File: src/rtl/mont_mul_unit.sv
// Radix-2 bit-serial Montgomery multiplier: result = a * b * 2^-WIDTH mod m.
// One iteration per cycle over WIDTH cycles, then one final-subtraction cycle.
module mont_mul_unit #(
  parameter int WIDTH = 10
) (
  input  logic             clk,
  input  logic             rst,
  input  logic             start,
  input  logic [WIDTH-1:0] a,
  input  logic [WIDTH-1:0] b,
  input  logic [WIDTH-1:0] m,
  output logic [WIDTH-1:0] result,
  output logic             busy,
  output logic             done,
  output logic [1:0]       dbg_state
);

  // Handshake: start is sampled only in IDLE; done pulses for one cycle with
  // result valid in that cycle; busy covers every CALC and FIX cycle.
  localparam logic [1:0] S_IDLE = 2'd0;
  localparam logic [1:0] S_CALC = 2'd1;
  localparam logic [1:0] S_FIX  = 2'd2;

  localparam int CW = $clog2(WIDTH + 1);
  localparam int PW = WIDTH + 2;

  logic [1:0]       state_q, state_d;
  logic [WIDTH-1:0] a_q, a_d;
  logic [WIDTH-1:0] b_q, b_d;
  logic [WIDTH-1:0] m_q, m_d;
  logic [WIDTH-1:0] res_q, res_d;
  logic [PW-1:0]    p_q, p_d;
  logic [CW-1:0]    cnt_q, cnt_d;
  logic             done_q, done_d;

  logic [PW-1:0]    b_ext, m_ext;
  logic [PW-1:0]    t_add, t_red, p_fix;

  assign b_ext = {2'b00, b_q};
  assign m_ext = {2'b00, m_q};

  // a_q is shifted right every iteration, so bit 0 is always the current a[i].
  assign t_add = p_q + (a_q[0] ? b_ext : '0);
  assign t_red = t_add + (t_add[0] ? m_ext : '0);
  assign p_fix = (p_q >= m_ext) ? (p_q - m_ext) : p_q;

  always_comb begin
    state_d = state_q;
    a_d     = a_q;
    b_d     = b_q;
    m_d     = m_q;
    res_d   = res_q;
    p_d     = p_q;
    cnt_d   = cnt_q;
    done_d  = 1'b0;
    case (state_q)
      S_IDLE: begin
        if (start) begin
          a_d     = a;
          b_d     = b;
          m_d     = m;
          p_d     = '0;
          cnt_d   = '0;
          state_d = S_CALC;
        end
      end
      S_CALC: begin
        p_d   = {1'b0, t_red[PW-1:1]};
        a_d   = a_q >> 1;
        cnt_d = cnt_q + 1'b1;
        if (cnt_q == CW'(WIDTH - 1)) begin
          state_d = S_FIX;
        end
      end
      S_FIX: begin
        res_d   = p_fix[WIDTH-1:0];
        done_d  = 1'b1;
        state_d = S_IDLE;
      end
      default: begin
        state_d = S_IDLE;
      end
    endcase
  end

  always_ff @(posedge clk) begin
    if (rst) begin
      state_q <= S_IDLE;
      a_q     <= '0;
      b_q     <= '0;
      m_q     <= '0;
      res_q   <= '0;
      p_q     <= '0;
      cnt_q   <= '0;
      done_q  <= 1'b0;
    end else begin
      state_q <= state_d;
      a_q     <= a_d;
      b_q     <= b_d;
      m_q     <= m_d;
      res_q   <= res_d;
      p_q     <= p_d;
      cnt_q   <= cnt_d;
      done_q  <= done_d;
    end
  end

  assign result    = res_q;
  assign done      = done_q;
  assign busy      = (state_q != S_IDLE);
  assign dbg_state = state_q;

endmodule

File: config.mk
export PLATFORM = sky130hd
export DESIGN_NAME = mont_mul_unit
export DESIGN_NICKNAME = d
export VERILOG_FILES = /design/src/rtl/mont_mul_unit.sv
export SDC_FILE = /design/constraint.sdc
export NUM_CORES = 1
export LEC_CHECK = 0
export BUFFER_PORTS_ARGS = -buffer_cell sky130_fd_sc_hd__buf_2
export CORE_ASPECT_RATIO = 1.75
export CORE_UTILIZATION = 55
export CTS_CLUSTER_DIAMETER = 150
export DETAILED_ROUTE_END_ITERATION = 12
export PLACE_DENSITY = 0.76
export RECOVER_POWER = 25
export SKIP_CTS_REPAIR_TIMING = 1
export SLEW_MARGIN = 20
export SYNTH_ARGS = -nofsm -noshare
export SYNTH_HDL_FRONTEND = slang
export SYNTH_SLANG_ARGS = --single-unit
File: constraint.sdc
create_clock -name clk -period 8.3 [get_ports clk]
set_clock_uncertainty 0.05 [all_clocks]
set_input_delay 1.66 -clock clk [delete_from_list [all_inputs] [get_ports clk]]
set_output_delay 1.66 -clock clk [all_outputs]
set_load 0.01 [all_outputs]
==> out/results.txt <==
The die height is 110 um, and the actual slew at the worst max-slew pin is 2.51 ns. The tools report the leakage power of the design as 1.84 nW. In this run the horizontal extent of the chip is 64.0 um. The tightest min-delay check is of the reg -> reg type.

0 antenna diodes ended up in the layout. After synthesis, the mean cell area works out to 7.72 um^2. The total power density per cell area works out to 175 nW/um^2.

The synthesis-stage register bit count is 58, and the core area is 6490 um^2. The number of distinct library cells after synthesis came out at 51. The required time reported for the critical path endpoint came out at 8.45 ns. Setup repair after global routing left no endpoint under its margin. Subtracting the final worst setup slack from the clock period gives 3.88 ns. Slowest library cell on the worst path: sky130_fd_sc_hd__clkbuf_1. Net count of the mapped netlist: 546.

The path type of the worst setup path is in -> reg. Pin placement for this block handled 47 I/O pins. Entering global routing, the biggest net connects 58 pins. The tree is rooted in a sky130_fd_sc_hd__clkbuf_16. The worst slew margin relative to its limit was -0.676; the number of design rule violations left after detail routing was 0. The most used flip-flop cell after synthesis is sky130_fd_sc_hd__dfxtp_1. Wires add up to 8270 um. The internal portion of the total power is 0.551 mW.

In the routed layout, each cell is associated on average with a via count of 5.64. The wire length of the first global-routing pass was 14500 um; the count of cells along the worst hold path was 2. The tools report the post-route antenna net violation count as 0. In this run the worst path has a maximum fanout of 57. The via count of the first global-routing pass was 3415; the worst slack at placement was 4.68 ns. Summed over all layers, the global routing overflow is 0. The tools report the portion of the post-synthesis area used by sequential elements as 0.314. For the starting DRC count in detailed routing, the log shows 210.

The worst-case IR drop observed on VDD is 0.135 mV. Proportion of layout cells with a drive suffix above 1: 0.121. After legalization and detailed placement, the total HPWL measured 6110 um. After clock tree synthesis, the clock-pin slew on the worst setup and hold paths is 0.05 ns. The placer's final routability congestion estimate came out at 0.938. Input and output buffers added on the ports amount to 46.

The switching portion of total power was 0.254. The setup TNS is 0 ns, and the share of synthesized flip-flops with an asynchronous set or reset is 0. The critical path's largest stage delay is 1.75 ns, and the number of failing setup endpoints in the final timing report is 0.

TritonCTS built the clock tree. Clock tree synthesis inserted a total of 9 buffers. For this run, the detailed router's first-pass iteration total came to 5.

Yosys mapped a number of flops with a built-in enable equal to 0. The post-synthesis share of cell area spent on xor and xnor gates works out to 0.0521. The synthesized-area fraction occupied by adder cells works out to 0.121.

Traced cell by cell, the critical path runs through clkbuf_1 > nor3_1 > nand2_1 > o21ai_0. The logs give 0.570 for the initial core utilization and 583 for the final layout net count. The tools report the number of placement rows as 39. Area share of and/or/nand/nor cells after synthesis: 0.240.

After layout, the worst setup slack is 4.42 ns. The tools report the latest clock arrival within the worst-skew pair as 0.33 ns. After synthesis, the largest family of logic cells by area is simple AND/OR/NAND/NOR gates. The tools report the final core utilization as 0.652.

For the worst flop-to-flop path, the logic depth is 14. The run gives 2 as the deepest clock path buffer count. The final max-slew violation count was 58. Compared with the post-synthesis result, the final layout area differs by 14.3%. For this design the total switching power over the nets is 0.187 mW.

The tools report the total global routing track utilization as 0.261. The logs give 0 for the count of warnings emitted by yosys and 0 for the number of antenna violations at the first check in global routing. The synthesized netlist occupies a cell area of 3700 um^2. The run gives 0.403 as the sequential group share of total power. The worst setup path is captured at a flop.

For the depth of the CTS H-tree, the log shows 3. Post-synthesis mux area share: 0.00846. For the number of violations of the max-capacitance limit, the log shows 1. For the clock sink total, the log shows 58. Average detailed-routed wire length per instance: 13.7 um. The ratio of final minimum period to clock period was 0.467; the die area was 7070 um^2. Derived from the worst setup path, the maximum achievable clock frequency is 0.258 GHz.

The cell count after synthesis came out at 479. The hold violation total from the final report was 0. The fraction of the mapped netlist area in compound gates is 0.219, and the via total after detailed routing is 3398. The combinational fraction of design power is 0.129, and the data arrival time at the worst-slack endpoint is 4.03 ns.

The final reports fail on capacitance limit, slew limit. The flow ran to the end, but the final reports show violations. STA classifies the critical path startpoint as an input pin. For the clock power share, the log shows 0.468.
[registers in the layout (all words and copies together) (netlist names)]
name and cells:
dbg_state 2, m_q 10, a_q 10, p_q 11
result 10, cnt_q 4, done 1, b_q 10
[through the flow]
| step | area, um^2 | total power [mW] | cells | hold slack (ns) |
|---|---|---|---|---|
| 2_1_floorplan | 3700 | 0.373 | 479 | 0.382 |
| 3_3_place_gp | 3950 | 0.395 | 587 | 0.387 |
| 3_5_place_dp | 3950 | 0.398 | 587 | 0.393 |
| 4_1_cts | 4240 | 0.744 | 603 | 0.399 |
| 5_1_grt | 4230 | 0.768 | 603 | 0.427 |
| 6_report | 4230 | 0.739 | 603 | 0.397 |
[final cells by class]
cell class / instances / area (um^2)
Sequential cell: 58 / 1160
Tap cell: 82 / 103
Multi-Input combinational cell: 379 / 2370
Fill cell: 588 / 2260
Clock buffer: 14 / 274
Inverter: 20 / 75.1
Timing Repair Buffer: 48 / 234
Clock inverter: 2 / 10.0
[final timing paths]
path / from / to / slack, ns
max reg2reg: a_q[0] / p_q[9] / 4.69
min: result[0] / result[0] / 0.40
min reg2reg: result[0] / result[0] / 0.40
max: rst / p_q[7] / 4.42
[synthesized netlist by cell type (2+ instances only)]
| cell | count | share of area |
|---|---|---|
| sky130_fd_sc_hd__a211oi_1 | 5 | 0.010 |
| sky130_fd_sc_hd__a21o_1 | 7 | 0.014 |
| sky130_fd_sc_hd__a21oi_1 | 64 | 0.087 |
| sky130_fd_sc_hd__a22oi_1 | 9 | 0.018 |
| sky130_fd_sc_hd__a31oi_1 | 6 | 0.010 |
| sky130_fd_sc_hd__and2_1 | 19 | 0.032 |
| sky130_fd_sc_hd__buf_2 | 2 | 0.0027 |
| sky130_fd_sc_hd__clkbuf_1 | 18 | 0.018 |
| sky130_fd_sc_hd__dfxtp_1 | 58 | 0.31 |
| sky130_fd_sc_hd__fa_1 | 3 | 0.016 |
| sky130_fd_sc_hd__ha_1 | 31 | 0.10 |
| sky130_fd_sc_hd__inv_1 | 20 | 0.020 |
| sky130_fd_sc_hd__mux2i_1 | 2 | 0.0054 |
| sky130_fd_sc_hd__nand2_1 | 75 | 0.076 |
| sky130_fd_sc_hd__nand2b_1 | 9 | 0.015 |
| sky130_fd_sc_hd__nand3_1 | 12 | 0.016 |
| sky130_fd_sc_hd__nand4_1 | 6 | 0.010 |
| sky130_fd_sc_hd__nor2_1 | 35 | 0.036 |
| sky130_fd_sc_hd__nor2b_1 | 4 | 0.0068 |
| sky130_fd_sc_hd__nor3_1 | 11 | 0.015 |
| sky130_fd_sc_hd__o21a_1 | 6 | 0.012 |
| sky130_fd_sc_hd__o21ai_0 | 22 | 0.030 |
| sky130_fd_sc_hd__o21bai_1 | 3 | 0.0061 |
| sky130_fd_sc_hd__or3_1 | 2 | 0.0034 |
| sky130_fd_sc_hd__or4_1 | 4 | 0.0081 |
| sky130_fd_sc_hd__xnor2_1 | 13 | 0.031 |
| sky130_fd_sc_hd__xor2_1 | 9 | 0.021 |
[logic make-up (layout without fill, tap and decap cells)]
| kind of cell | Yosys count | in the layout |
|---|---|---|
| AND/OR/NAND/NOR | 186 | 186 |
| AO/OA/AOI/OAI | 134 | 134 |
| flip-flops | 58 | 58 |
| buffers and inverters | 42 | 84 |
| adder cells (fa/ha/maj) | 34 | 34 |
| XOR/XNOR | 22 | 22 |
| multiplexers | 3 | 3 |
[worst max-delay path, delay by kind of cell]
family | cells | cell delay (ns)
buffers and inverters | 1 | 1.75
and+or+nand+nor | 2 | 0.47
AOI/OAI and AO/OA | 1 | 0.10
[cells in the final DEF (no fill, tap or decap), types with 3 or more instances in the layout]
master and instances:
sky130_fd_sc_hd__a211oi_1 5, sky130_fd_sc_hd__a21o_1 7, sky130_fd_sc_hd__a21oi_1 64, sky130_fd_sc_hd__a22oi_1 9, sky130_fd_sc_hd__a31oi_1 6, sky130_fd_sc_hd__and2_1 19, sky130_fd_sc_hd__buf_2 37, sky130_fd_sc_hd__clkbuf_1 11
sky130_fd_sc_hd__clkbuf_16 9, sky130_fd_sc_hd__clkbuf_8 3, sky130_fd_sc_hd__dfxtp_1 58, sky130_fd_sc_hd__fa_1 3, sky130_fd_sc_hd__ha_1 31, sky130_fd_sc_hd__inv_1 20, sky130_fd_sc_hd__nand2_1 74, sky130_fd_sc_hd__nand2b_1 9
sky130_fd_sc_hd__nand3_1 12, sky130_fd_sc_hd__nand4_1 6, sky130_fd_sc_hd__nor2_1 35, sky130_fd_sc_hd__nor2b_1 4, sky130_fd_sc_hd__nor3_1 11, sky130_fd_sc_hd__o21a_1 6, sky130_fd_sc_hd__o21ai_0 22, sky130_fd_sc_hd__o21bai_1 3
sky130_fd_sc_hd__or4_1 4, sky130_fd_sc_hd__xnor2_1 13, sky130_fd_sc_hd__xor2_1 9
[power groups by stage]
stage	clock [mW]	combinational [mW]	sequential (mW)
finish	0.346	0.0955	0.298
global route	0.360	0.109	0.299
CTS	0.351	0.0958	0.298
detailed placement	0	0.0952	0.303
global placement	0	0.0928	0.302
floorplan	0	0.0732	0.300
[per-layer routing]
metal	routed length, um	vias up	global-route usage	share of wire
met1	3290	1559	0.276	0.40
met2	4440	75	0.477	0.54
li1	-	1744	-	-
met5	0	-	0	0
met4	212	0	0.133	0.026
met3	331	20	0.0455	0.040
No activity file was read; power rests on OpenSTA's default activity.
